File: src/rtl/sd_cmd_pkg.sv
// sd_cmd_pkg: shared types and constants for the SD command engine.
//   state_e        - command FSM states
//   resp_class_e   - response class of a command index
//   START_BITS     - start + transmission bits prefixed to every command
//   IDX_*/SHORT_*/LONG_* - bit-field positions inside the 136-bit PHY response
//   DEF_*_MASK     - default per-index response-class masks
//   resp_class()   - maps an index onto its response class using the masks
package sd_cmd_pkg;

  typedef enum logic [1:0] {
    S_IDLE,
    S_SEND,
    S_WAIT_RESP,
    S_DONE
  } state_e;

  typedef enum logic [1:0] {
    RESP_NONE,
    RESP_SHORT,
    RESP_LONG,
    RESP_SHORT_NOCHK
  } resp_class_e;

  localparam logic [1:0] START_BITS = 2'b01;

  localparam int IDX_HI   = 45;
  localparam int IDX_LO   = 40;
  localparam int SHORT_HI = 39;
  localparam int SHORT_LO = 8;
  localparam int LONG_HI  = 127;
  localparam int LONG_LO  = 8;

  localparam logic [63:0] DEF_NO_RESP_MASK    = 64'h8011;
  localparam logic [63:0] DEF_LONG_RESP_MASK  = 64'h604;
  localparam logic [63:0] DEF_NO_IDX_CHK_MASK = 64'h200_0000_0000;

  // A no-response bit takes precedence over the long bit, which takes
  // precedence over the no-index-check bit.
  function automatic resp_class_e resp_class(input logic [5:0]  index,
                                             input logic [63:0] no_resp_mask,
                                             input logic [63:0] long_mask,
                                             input logic [63:0] no_chk_mask);
    resp_class_e cls;
    if (no_resp_mask[index])     cls = RESP_NONE;
    else if (long_mask[index])   cls = RESP_LONG;
    else if (no_chk_mask[index]) cls = RESP_SHORT_NOCHK;
    else                         cls = RESP_SHORT;
    return cls;
  endfunction

endpackage

File: src/rtl/sd_cmd_timer.sv
// sd_cmd_timer: saturating response-wait counter.
//   clock, reset   - clock and asynchronous active-high reset
//   clear          - forces the count to zero (has priority over enable)
//   enable         - advances the count by one, sticking at all-ones
//   timeout_limit  - compare value
//   expired        - count equals timeout_limit
module sd_cmd_timer #(
  parameter int TIMEOUT_W = 16
) (
  input  logic                 clock,
  input  logic                 reset,
  input  logic                 clear,
  input  logic                 enable,
  input  logic [TIMEOUT_W-1:0] timeout_limit,
  output logic                 expired
);

  logic [TIMEOUT_W-1:0] count;

  // NOTE: sequential state uses non-blocking assignments so every flop
  // samples pre-edge values regardless of evaluation order.
  always_ff @(posedge clock or posedge reset) begin
    if (reset) begin
      count <= '0;
    end else if (clear) begin
      count <= '0;
    end else if (enable && (count != '1)) begin
      count <= count + TIMEOUT_W'(1);
    end
  end

  assign expired = (count == timeout_limit);

endmodule

File: src/rtl/sd_cmd_engine.sv
// sd_cmd_engine: frames SD commands for the CMD PHY, waits for the response,
// checks its index, and retries on timeout or index mismatch.
//   clock, reset          - clock and asynchronous active-high reset
//   new_command, cmd_index, cmd_argument - host start request (IDLE only)
//   timeout_enable, timeout_limit        - response timeout control
//   busy, idle_out        - engine activity
//   response              - captured response payload (zero-extended)
//   command_complete / command_timeout / command_index_error - end pulses
//   retry_count           - retries used by the current/last command
//   cmd_out, strobe_out, ack_in  - command handshake to the PHY
//   cmd_in, strobe_in, ack_out   - response handshake from the PHY
module sd_cmd_engine
  import sd_cmd_pkg::*;
#(
  parameter int          RESP_W          = 128,
  parameter int          TIMEOUT_W       = 16,
  parameter int          MAX_RETRY       = 2,
  parameter logic [63:0] NO_RESP_MASK    = DEF_NO_RESP_MASK,
  parameter logic [63:0] LONG_RESP_MASK  = DEF_LONG_RESP_MASK,
  parameter logic [63:0] NO_IDX_CHK_MASK = DEF_NO_IDX_CHK_MASK,
  localparam int         RC_W            = (MAX_RETRY > 0) ? $clog2(MAX_RETRY + 1) : 1
) (
  input  logic                 clock,
  input  logic                 reset,
  input  logic                 new_command,
  input  logic [5:0]           cmd_index,
  input  logic [31:0]          cmd_argument,
  input  logic                 timeout_enable,
  input  logic [TIMEOUT_W-1:0] timeout_limit,
  output logic                 busy,
  output logic [RESP_W-1:0]    response,
  output logic                 command_complete,
  output logic                 command_timeout,
  output logic                 command_index_error,
  output logic [RC_W-1:0]      retry_count,
  output logic [39:0]          cmd_out,
  output logic                 strobe_out,
  input  logic                 ack_in,
  output logic                 idle_out,
  input  logic [135:0]         cmd_in,
  input  logic                 strobe_in,
  output logic                 ack_out
);

  state_e      state;
  resp_class_e cls_q;
  logic [5:0]  index_q;

  logic timer_expired;
  logic idx_mismatch;
  logic timed_out;
  logic retry_ok;

  // CRC, end bit and the reserved top byte are handled by the PHY.
  logic unused_cmd_in;
  assign unused_cmd_in = ^{cmd_in[135:128], cmd_in[7:0]};

  // The timer is held at zero outside WAIT_RESP, so it always enters a
  // wait (first attempt or retry) at zero.
  sd_cmd_timer #(
    .TIMEOUT_W (TIMEOUT_W)
  ) u_timer (
    .clock         (clock),
    .reset         (reset),
    .clear         (state != S_WAIT_RESP),
    .enable        (state == S_WAIT_RESP),
    .timeout_limit (timeout_limit),
    .expired       (timer_expired)
  );

  // NOTE: every signal assigned in always_comb gets a default first so no
  // path leaves it unassigned and no latch is inferred.
  always_comb begin
    idx_mismatch = 1'b0;
    if (cls_q == RESP_SHORT) begin
      idx_mismatch = (cmd_in[IDX_HI:IDX_LO] != index_q);
    end
    timed_out = timeout_enable && timer_expired;
    retry_ok  = int'(retry_count) < MAX_RETRY;
  end

  always_ff @(posedge clock or posedge reset) begin
    if (reset) begin
      state               <= S_IDLE;
      cls_q               <= RESP_NONE;
      index_q             <= '0;
      idle_out            <= 1'b1;
      busy                <= 1'b0;
      strobe_out          <= 1'b0;
      ack_out             <= 1'b0;
      command_complete    <= 1'b0;
      command_timeout     <= 1'b0;
      command_index_error <= 1'b0;
      cmd_out             <= '0;
      response            <= '0;
      retry_count         <= '0;
    end else begin
      // Pulse outputs default low; the branches below raise them for one cycle.
      ack_out             <= 1'b0;
      command_complete    <= 1'b0;
      command_timeout     <= 1'b0;
      command_index_error <= 1'b0;

      unique case (state)
        S_IDLE: begin
          if (new_command) begin
            index_q     <= cmd_index;
            cls_q       <= resp_class(cmd_index, NO_RESP_MASK, LONG_RESP_MASK,
                                      NO_IDX_CHK_MASK);
            cmd_out     <= {START_BITS, cmd_index, cmd_argument};
            response    <= '0;
            retry_count <= '0;
            idle_out    <= 1'b0;
            busy        <= 1'b1;
            strobe_out  <= 1'b1;
            state       <= S_SEND;
          end
        end

        S_SEND: begin
          if (ack_in) begin
            strobe_out <= 1'b0;
            if (cls_q == RESP_NONE) begin
              command_complete <= 1'b1;
              state            <= S_DONE;
            end else begin
              state <= S_WAIT_RESP;
            end
          end
        end

        S_WAIT_RESP: begin
          // The response is captured even when its index turns out wrong.
          if (strobe_in) begin
            ack_out <= 1'b1;
            if (cls_q == RESP_LONG) response <= RESP_W'(cmd_in[LONG_HI:LONG_LO]);
            else                    response <= RESP_W'(cmd_in[SHORT_HI:SHORT_LO]);
          end

          // A response arriving in the timeout cycle wins over the timeout.
          if (strobe_in && !idx_mismatch) begin
            command_complete <= 1'b1;
            state            <= S_DONE;
          end else if (strobe_in || timed_out) begin
            if (retry_ok) begin
              retry_count <= retry_count + RC_W'(1);
              strobe_out  <= 1'b1;
              state       <= S_SEND;
            end else begin
              command_complete    <= 1'b1;
              command_timeout     <= !strobe_in;
              command_index_error <= strobe_in;
              state               <= S_DONE;
            end
          end
        end

        S_DONE: begin
          busy     <= 1'b0;
          idle_out <= 1'b1;
          state    <= S_IDLE;
        end

        default: begin
          state <= S_IDLE;
        end
      endcase
    end
  end

endmodule

File: config.mk
export PLATFORM = sky130hd
export DESIGN_NAME = sd_cmd_engine
export DESIGN_NICKNAME = d
export VERILOG_FILES = /design/src/rtl/sd_cmd_pkg.sv /design/src/rtl/sd_cmd_timer.sv /design/src/rtl/sd_cmd_engine.sv
export SDC_FILE = /design/constraint.sdc
export NUM_CORES = 1
export LEC_CHECK = 0
export ABC_AREA = 0
export CAP_MARGIN = 20
export CORE_ASPECT_RATIO = 1.75
export CORE_MARGIN = 2
export CORE_UTILIZATION = 35
export DETAILED_ROUTE_END_ITERATION = 10
export PLACE_DENSITY_LB_ADDON = 0.12
export SKIP_LAST_GASP = 1
export SYNTH_ARGS = -nofsm -noshare
export SYNTH_HDL_FRONTEND = slang
export SYNTH_SLANG_ARGS = --single-unit
File: constraint.sdc
create_clock -name clock -period 16.4 [get_ports clock]
set_input_delay 3.28 -clock clock [delete_from_list [all_inputs] [get_ports clock]]
set_output_delay 3.28 -clock clock [all_outputs]
set_load 0.005 [all_outputs]
======== After elaboration in Yosys (flattened, before gate mapping) ========
Memory sizes are Yosys's and may differ from the RTL's.
Index checks and enable logic that the tools add are counted.
cells by class
  add/subtract/negate cells ............... 2
  order comparisons ....................... 2
  equality and inequality tests ........... 16
  muxes and demuxes ....................... 50
  reductions and logical operators ........ 18
operator list
  cell                     number
  $mux W128                2
  $pmux W128 S2            1
  $mux W120                1
  $mux W16                 2
  $mux W1                  26
  $mux W2                  12
  $add A16 B1 Y16 const B  1
  $eq A16 B16 Y1           1
  $ne A16 B16 Y1 const B   1
  $ne A2 B2 Y1 const B     7
  $pmux W2 S4              1
  $lt A6 B7 Y1 const B     1
  $eq A2 B2 Y1 const B     3
  $ne A6 B6 Y1             1
  $pmux W1 S2              3
  $reduce_and A3 Y1        2
  $reduce_and A6 Y1        1
  $reduce_bool A2 Y1       3
  $reduce_and A5 Y1        1
  $eq A2 B1 Y1 const B     2
  $logic_not A2 Y1         2
  $pmux W2 S2              1
  $reduce_and A2 Y1        2
  $logic_and A1 B1 Y1      3
  7 further kinds          8
storage, ports and cells
  register bits after elaboration ......... 202
  ROM bits ................................ 192
  input port bits ......................... 196
  output and inout bits ................... 177
  word-level logic and storage cells ...... 105
  memories ................................ 3
memories
  name              depth  bits a word  rd ports  clocked after memory_dff  write ports  line              text
  (name not given)  64     1            1         0                         0            sd_cmd_pkg.sv:46  else if (no_chk_mask[index]) cls = RESP_SHORT_NOCHK;
  (name not given)  64     1            1         0                         0            sd_cmd_pkg.sv:45  else if (long_mask[index]) cls = RESP_LONG;
  (name not given)  64     1            1         0                         0            sd_cmd_pkg.sv:44  if (no_resp_mask[index]) cls = RESP_NONE;

======== Logic depth before layout (Yosys ltp) ========
Gate-level depths: netlist (run 1).
  word-level depth ........................ 6
  mapped depth ............................ 9
  mapped depth without buffers ............ 7

======== Hierarchy ========
Synthesis (run 1) repeated with hierarchy kept, for this count alone.
second synthesis, totals
  cell total of the unflattened synthesis .. 829
  area, all modules ....................... 8,150.3 um^2
modules (own cells, without submodules)
  module         instances  cells each  area each (um^2)  sequential area each (um^2)
  sd_cmd_engine  1          710         7,066.8           4,305.4
  sd_cmd_timer   1          119         1,083.5           400.4

======== Worst setup path before layout (run 1) ========
OpenSTA, ideal clock, no wires.
  kind .................................... input to register
  start ................................... in timeout_limit[6]
  end ..................................... reg retry_count[0]
  setup time .............................. 101 ps
  arrival ................................. 4,412 ps
  required time ........................... 16,299 ps
  setup slack ............................. 11,888 ps
  stages .................................. 6
  path buffers ............................ 0
  cells stage by stage .................... xnor2_1 -> nand4_1 -> nor3_2 -> a21oi_1 -> or3_4 -> o311ai_2
between the ends
  word-level cells in the longest chain between the ends .. 5
RTL lines
  element                             line                  text
  start, declared                     sd_cmd_engine.sv:29   input logic [TIMEOUT_W-1:0] timeout_limit,
  $eq A16 B16 Y1                      sd_cmd_timer.sv:32    assign expired = (count == timeout_limit);
  $logic_and A1 B1 Y1                 sd_cmd_engine.sv:78   timed_out = timeout_enable && timer_expired;
  $logic_or A1 B1 Y1                  sd_cmd_engine.sv:144  end else if (strobe_in || timed_out) begin
  $ne A2 B2 Y1 (no source line)       --
  $reduce_and A5 Y1 (no source line)  --
  end signal, assigned                sd_cmd_engine.sv:146  retry_count <= retry_count + RC_W'(1);
  end, declared                       sd_cmd_engine.sv:35   output logic [RC_W-1:0] retry_count,
No other way between the ends.
A chain may end at the register's enable or synchronous reset.

======== Final worst setup path (run 1) ========
  start ................................... in new_command
  end ..................................... reg response[52]
between the ends
  word-level cells in the longest chain between the ends .. 2
RTL lines
  element                             line                  text
  start, declared                     sd_cmd_engine.sv:25   input logic new_command,
  $ne A2 B2 Y1 (no source line)       --
  $reduce_and A3 Y1 (no source line)  --
  end signal, assigned                sd_cmd_engine.sv:136  if (cls_q == RESP_LONG) response <= RESP_W'(cmd_in[LONG_HI:LONG_LO]);
  end signal, assigned                sd_cmd_engine.sv:137  else response <= RESP_W'(cmd_in[SHORT_HI:SHORT_LO]);
  end, declared                       sd_cmd_engine.sv:31   output logic [RESP_W-1:0] response,
No other way between the ends.

==> flow_summary.ini, run 1 <==
[timing]
final_hold_viol_count = 0
tns_ps = 0
rsz0062_at_grt = false
maxSlewViolCount = 0
relSlewSlack_pct = 34.9
period_needed_ps = 5470
fmax_mhz = 183
period_share_pct = 33.3
setup_viol = 0
clock_skew_ps = 6.71
worst_slew_pin_slew_ps = 977

[synth]
ys.flop_type = dfrtp_1
synth_cells = 745
synth_cell_types = 50
yosys_warnings = 0
synth-simple-area-share_pct = 14.1
syn-cell-area_um2 = 7930
ys_seq_area_share_pct = 59.3
synth_area_leaders = dfrtp_1 59%, nand2_1 8.8%, o21ai_0 6.1%
synthMuxAreaShare_pct = 5.49
async_flop_share_pct = 100
synth_top_family_by_area = simple AND/OR/NAND/NOR gates
ys_ff_latch = 188
synth-edff-count = 0
synth_top_area_cell = dfrtp_1
synth_fa_ha_area_share_pct = 1.42
synth_top_area_share_pct = 59.0
synth_xor_area_share_pct = 3.53
postSynthAreaPerCell_um2 = 10.6
synth-compound-area-share_pct = 12.0

[drt]
via_per_inst = 4.70
wirelength_mm = 23.6
ant_nets = 0
drt_iter0_markers = 432
drt_first_pass_iters = 4
vias = 6493
drc = 0
avgRoutedWirePerCell_um = 17.1

[power_and_ir_drop]
switchingPower_uw = 523
switching_share_pct = 31.4
power.density_nw_per_um2 = 136
combPwrFrac_pct = 37.0
power_frac_clock_pct = 24.7
internal_power_uw = 1140
seqPwrFrac_pct = 38.3
p_leak_uw = 0.00507
max-vdd-ir-drop_mv = 0.111
p_total_uw = 1670

[clocking]
cts_hold_buf = 0
clock-sinks = 188
ctsHtreeMaxLevel = 4
cts_tree = yes
ctsResizeCount = 0
clockRootBuffer = clkbuf_16
insertion_delay_ps = 440
cts_buffer_depth = 2
cts_buffers = 17
clk_pin_slew_ps = 70
cts_setup_buffers = 0

[hold_path]
min_to = cmd_out[38]
min_from = cmd_out[38]
hp-class = flip-flop to flip-flop
whs_path_depth = 1

[worst_setup_path]
cp.required_ps = 16700
path_common_cell = buf_4
r2r_end = response[52]
max_stage_delay_ps = 630
reg2reg_slack_ps = 13300
path_max_fanout = 115
crit_start = new_command
cp-start-kind = input pin
r2r_start = state[0]
worst_r2r_path_depth = 8
criticalPathCategory = input pin to flip-flop
end_kind = flip-flop
crit_arrival_ps = 5760
slowest_stage = buf_4
crit_chain = clkdlybuf4s50_1, nand2b_1, o211ai_4, buf_4, buf_4, buf_16, o21ai_0

[global_routing]
busiest_layer = met2
grt_use_total_pct = 19.9
grt_antenna_before_repair = 1
grt_pass1_vias = 6593
grt_max_degree = 128
met2_usage_pct = 35.1
grtUsageMet3_pct = 5.48
grt_pass1_wl_mm = 36.8
overflow = 0
grt_util_met1_pct = 22.1

[layout]
final_nets = 1276
fillers = 2049
drive_gt1_share_pct = 8.21
fin_util_pct = 55.1
area_growth_pct = 54.0

[job]
maxCapViolCount = 0

[floorplan]
die_h_um = 203
fp.dieW_um = 118
core_um2 = 22200
initial_core_util_pct = 35.8
ios = 373
core.rowCount = 72
die_area_um2 = 23900

[placed_design]
numPortBuffers = 347
gp_congestion = 0.806
dp_hpwl_mm = 17.1

[status]
status = completed
final cells by class:
cell class                 instances  area (µm²)  share of cell area, %
clock buffer                      20         457                   3.74
multi-input combinational        499        2950                   24.2
sequential                       188        4710                   38.5
tap                              296         370                   3.03
clock inverter                    12         119                  0.973
inverter                          11        48.8                  0.400
antenna                            1        2.50                 0.0205
timing repair buffer             354        3560                   29.1
worst max path at each step:
stage,endpoint,slack [ps],depth (start not counted)
after floorplan,ack_out,8010,1
after detailed placement,response[52],10090,6
after CTS,response[52],10580,6
after global routing,response[52],10760,7
after global placement,response[50],10200,6
final,response[52],10930,7
power groups by stage:
stage                     combinational [µW]  clock, µW  sequential, µW
after detailed placement                 608          0             647
final                                    616        412             639
after global routing                     670        437             656
after CTS                                612        423             640
after floorplan                          287          0             651
after global placement                   608          0             642
synthesized netlist by cell type (all sizes together), types with 9 or more instances:
master and count:
dfrtp 187, xnor2 20, buf 33, clkbuf 22, mux2 36, nor2 17
o21ai 100, inv 11, nand2 186, ha 9, xor2 12, nand3 11
a22o 32
flip-flops by register name, summed over array words and instances (netlist names), 2 cells and up:
| signal | cells |
|---|---|
| cls_q | 2 |
| response | 120 |
| state | 2 |
| retry_count | 2 |
| u_timer.count | 16 |
| index_q | 5 |
| cmd_out | 34 |
layer usage:
layer / wire length (µm) / share of wire (%)
met1: 9010 / 38
met2: 12300 / 52
met3: 1620 / 6.8
met4: 726 / 3.1
met5: 0 / 0
placed cells by master, fill, tap and decap left out, drive strengths merged, types with 9 or more instances in the layout:
master,synthesis,layout
clkdlybuf4s50,0,347
dfrtp,187,187
nand2,186,186
o21ai,100,100
mux2,36,36
a22o,32,32
xnor2,20,20
clkbuf,22,20
nor2,17,17
xor2,12,12
inv,11,12
nand3,11,11
ha,9,9
conb,1,9
logic make-up (layout without fill, tap and decap cells):
family	count (synthesis)	count (layout)
other cells	1	10
fa+ha+maj	9	9
buf+inv	66	397
flops	188	188
mux	39	39
xor+xnor	32	32
compound gates	156	156
simple gates	254	254
critical path: cells and delay by family:
family / cells / cell delay [ps]
compound gates: 2 / 300
buf+inv: 4 / 1810
simple gates: 1 / 280
per-stage QoR:
| step | setup WS [ps] | std cells | area (µm²) | hold slack, ps |
|---|---|---|---|---|
| 2_1_floorplan | 8010 | 753 | 7960 | 459 |
| 3_3_place_gp | 10200 | 1346 | 11600 | 462 |
| 3_5_place_dp | 10090 | 1346 | 11600 | 453 |
| 4_1_cts | 10580 | 1378 | 12200 | 476 |
| 5_1_grt | 10760 | 1381 | 12200 | 509 |
| 6_report | 10930 | 1381 | 12200 | 475 |
No activity file was read; power rests on OpenSTA's default activity.
==> run 2, diff against run 1 <==
==> constraint.sdc (replaced) <==
create_clock -name clock -period 5.5 [get_ports clock]
set_input_delay 1.1 -clock clock [delete_from_list [all_inputs] [get_ports clock]]
set_output_delay 1.1 -clock clock [all_outputs]
set_load 0.005 [all_outputs]
==> run 2 against run 1 <==
  * Clock-buffer cell count increased by 3
  * First-iteration DRC count decreased by 20%
  * Register-to-register slack got worse by 10000 ps
  * Total power increased to 2.9 times the previous value
  * Worst setup slack got worse by 8300 ps
  * Core utilization decreased by 0.073 points
  * Critical path type unchanged
  * Critical endpoint is now retry_count[0]
  * Largest power group unchanged
  * Highest routed layer unchanged
==> flow_summary.ini, run 2 (synthesis gave the netlist of run 1 again) <==
[floorplan]
die_h_um = 203
ios = 373
fp.dieW_um = 118
die_area_um2 = 23900
initial_core_util_pct = 35.8
core.rowCount = 72
core_um2 = 22200

[global_routing]
grt_use_total_pct = 19.6
grt_pass1_vias = 6423
grt_max_degree = 174
overflow = 0
grt_antenna_before_repair = 3
grt_pass1_wl_mm = 36.1

[worst_setup_path]
crit_family = simple AND/OR/NAND/NOR gates
path_max_fanout = 47
criticalPathCategory = input pin to flip-flop
end_kind = flip-flop
crit_chain = clkdlybuf4s50_1, nand2_2, o21a_1, or3_4, o311ai_2
cp_num_buf_inv = 1
r2r_start = state[0]
cp.required_ps = 5850
max_stage_delay_ps = 600
crit_start = new_command
slowest_stage = nand2_2
cp-start-kind = input pin
crit_arrival_ps = 3170

[timing]
worst_slew_pin_slew_ps = 1040
final_hold_viol_count = 0
period_needed_ps = 2820
rsz0062_at_grt = false
setup_viol = 0
clock_skew_ps = 9.28
period_share_pct = 51.3
fmax_mhz = 354
maxSlewViolCount = 0
relSlewSlack_pct = 30.6
tns_ps = 0

[layout]
ff_latch_area_um2 = 4710
area_growth_pct = 53.8
mostFrequentLayoutCell = clkdlybuf4s50_1
final_nets = 1277
regMostFlops = response
layout_top_registers = response: 120 flops, cmd_out: 34 flops, u_timer.count: 16 flops
multi_input_area_um2 = 2950
fillers = 2049
fin_util_pct = 55.0
final_area_um2 = 12200
drive_gt1_share_pct = 8.29
final_cell_mix = 347 x clkdlybuf4s50_1, 187 x dfrtp_1, 185 x nand2_1
largest_register_ffs = 120

[clocking]
cts_hold_buf = 0
cts_buffer_depth = 2
clockRootBuffer = clkbuf_16
cts_setup_buffers = 0
cts_tree = yes
ctsHtreeMaxLevel = 4
ctsResizeCount = 0
clock-sinks = 188
cts_buffers = 17
clk_pin_slew_ps = 70
insertion_delay_ps = 440

[drt]
wirelength_mm = 23.1
avgRoutedWirePerCell_um = 16.7
drt_iter0_markers = 346
vias = 6485
via_per_inst = 4.69
ant_nets = 0
drc = 0
drt_first_pass_iters = 4

[power_and_ir_drop]
switchingPower_uw = 1550
seqPwrFrac_pct = 38.8
power.density_nw_per_um2 = 402
max-vdd-ir-drop_mv = 0.290
internal_power_uw = 3350
p_total_uw = 4900
switching_share_pct = 31.6
combPwrFrac_pct = 37.2
p_leak_uw = 0.00505
power_frac_clock_pct = 24.0

[status]
status = completed

[placed_design]
dp_hpwl_mm = 16.7
gp_congestion = 0.778
numPortBuffers = 347
placed_cell_area_um2 = 11600

[job]
maxCapViolCount = 0

[hold_path]
min_from = response[54]
hp-class = flip-flop to flip-flop
run 2: cell count changes in the layout (fill, tap and decap cells not counted):
cell        before  now
buf_16           1    0
buf_12           1    2
clkinv_2         7    4
diode_2          1    3
inv_6            1    2
clkbuf_8         2    5
inv_8            1    0
bufinv_16        2    0
clkinvlp_4       2    4
buf_4            5    6
run 2: worst min-delay path: stages (launching register included):
cell	delay, ps
dfrtp_1	340
nand2_1	40
o21ai_0	60
run 2: power groups by stage:
stage | clock network [µW] | logic (µW) | registers (µW)
6_report | 1170 | 1830 | 1900
3_3_place_gp | 0 | 1810 | 1910
2_1_floorplan | 0 | 855 | 1940
5_1_grt | 1270 | 2000 | 1950
3_5_place_dp | 0 | 1820 | 1930
4_1_cts | 1220 | 1830 | 1910
run 2: layout make-up:
class / instances / area share, %
antenna: 3 / 0.0616
inverter: 11 / 0.369
timing repair buffer: 355 / 29.2
clock buffer: 23 / 4.08
tap: 296 / 3.04
multi-input combinational: 499 / 24.2
sequential: 188 / 38.6
clock inverter: 9 / 0.492
run 2: routing by layer:
layer | part of all wire, % | wire length [µm] | track usage, %
met5 | 0 | 0 | 0
met3 | 7.1 | 1640 | 6.91
met1 | 39 | 9040 | 22.2
met2 | 50 | 11600 | 32.9
met4 | 3.3 | 755 | 9.85
run 2: per-stage QoR:
| stage | setup slack, ps | cells | hold WS (ps) |
|---|---|---|---|
| global placement | 2090 | 1348 | 450 |
| detailed placement | 2030 | 1348 | 451 |
| finish | 2680 | 1384 | 476 |
| global route | 2510 | 1384 | 496 |
| CTS | 2510 | 1380 | 483 |
| floorplan | 1980 | 753 | 459 |
run 2: worst paths after layout:
check	to	slack, ps	cells past startpoint
hold / removal	response[54]	480	2
setup reg to reg	response[66]	2910	7
hold reg to reg	response[54]	480	2
max in group asynchronous	u_timer.count[8]	3170	3
min in group asynchronous	busy	990	2
setup / recovery	retry_count[0]	2680	5
==> run 3, diff against run 2 <==
==> constraint.sdc (replaced) <==
create_clock -name clock -period 2.4 [get_ports clock]
set_input_delay 0.48 -clock clock [delete_from_list [all_inputs] [get_ports clock]]
set_output_delay 0.48 -clock clock [all_outputs]
set_load 0.005 [all_outputs]
==> run 3 against run 2 <==
  * Hold slack worse by 1.9 ps
  * Via count up 0.28%
  * Critical path depth up 2
  * Core utilization up 1.0 points
  * Sequential cell count unchanged
  * Worst setup slack worse by 2400 ps
==> flow_summary.ini, run 3 (synthesis gave the netlist of run 1 again) <==
[status]
status = completed

[clocking]
cts_buffers = 17
insertion_delay_ps = 450
clk_pin_slew_ps = 70
cts_buffer_depth = 2
ctsHtreeMaxLevel = 4
cts_setup_buffers = 0
ctsResizeCount = 0
cts_tree = yes
clockRootBuffer = clkbuf_16
clock-sinks = 188
cts_hold_buf = 0

[floorplan]
die_h_um = 203
fp.dieW_um = 118
die_area_um2 = 23900
core.rowCount = 72
initial_core_util_pct = 35.8
ios = 373
core_um2 = 22200

[timing]
whs_ps = 474
worst_slew_pin_slew_ps = 551
fmax_mhz = 470
tns_ps = 0
period_needed_ps = 2130
relSlewSlack_pct = 63.1
maxSlewViolCount = 0
postLayoutSetupSlackWorst_ps = 273
clock_skew_ps = 6.52
setup_viol = 0
period_share_pct = 88.6
rsz0062_at_grt = false
final_hold_viol_count = 0

[layout]
num_antenna_cells = 0
area_growth_pct = 56.6
final_nets = 1293
layout_top_registers = response: 120 flops, cmd_out: 34 flops, u_timer.count: 16 flops
largest_register_ffs = 120
final_cell_mix = 347 x clkdlybuf4s50_1, 187 x dfrtp_1, 185 x nand2_1
regMostFlops = response
mostFrequentLayoutCell = clkdlybuf4s50_1
drive_gt1_share_pct = 9.26

[hold_path]
min_from = cmd_out[38]
hp-class = flip-flop to flip-flop
min_to = cmd_out[38]
whs_path_depth = 1

[global_routing]
overflow = 0
grt_pass1_wl_mm = 37.1
grt_use_total_pct = 20.1
grt_antenna_before_repair = 0
grt_pass1_vias = 6599
grt_max_degree = 75

[worst_setup_path]
crit_chain = inv_1, ha_1, nand2b_1, o211ai_4, buf_12, buf_12, o21ai_0
crit_family = buffers and inverters
end_kind = flip-flop
cp.required_ps = 2720
crit_arrival_ps = 2450
r2r_end = response[84]
crit_start = state[1]
path_max_fanout = 36
path_common_cell = buf_12
slowest_stage = dfrtp_1
worst_r2r_path_depth = 7
r2r_start = state[1]
max_stage_delay_ps = 450
cp_num_buf_inv = 3
criticalPathCategory = flip-flop to flip-flop
cp-start-kind = flip-flop
reg2reg_slack_ps = 270

[drt]
avgRoutedWirePerCell_um = 16.8
ant_nets = 0
drc = 0
via_per_inst = 4.65
drt_first_pass_iters = 4
wirelength_mm = 23.5
vias = 6503
drt_iter0_markers = 272

[placed_design]
dp_hpwl_mm = 17.6
dp_slack_ps = 47.3
numPortBuffers = 347
gp_congestion = 0.780

[power_and_ir_drop]
p_total_uw = 11700
p_leak_uw = 0.00517
max-vdd-ir-drop_mv = 0.720
power.density_nw_per_um2 = 940

[job]
maxCapViolCount = 0
run 3: cell type report:
type,instances,area [µm²]
flip-flops and latches,188,4710
clock inverters,5,56.3
well taps,296,370
clock buffers,27,513
fillers,2042,9740
repair buffers,371,3780
multi-input cells,499,2950
inverters,11,45.0
run 3: power by group:
part           internal [µW]  switching [µW]  total [µW]
clock                   1570            1200        2770
combinational           2590            1950        4540
sequential              3920             449        4370
total                   8080            3600       11700
run 3: worst max path at each step:
stage | slack (ps) | cells after the start | endpoint
after floorplan | -500 | 1 | ack_out
after global placement | 110 | 7 | retry_count[0]
after detailed placement | 50 | 7 | retry_count[0]
after CTS | 230 | 7 | response[67]
after global routing | 70 | 8 | response[84]
final | 270 | 7 | response[84]
run 3: metal layers:
metal / share of wire [%] / global-route usage, %
met1: 39 / 22.5
met2: 52 / 35.5
met3: 6.8 / 6.85
met4: 2.2 / 7.27
met5: 0 / 0
run 3: metrics by stage:
stage	util (%)	std cells	cell area, µm²
after floorplan	-	753	7970
after global placement	53.5	1365	11900
after detailed placement	53.5	1365	11900
after CTS	56.0	1397	12400
after global routing	56.0	1397	12400
final	56.0	1397	12400
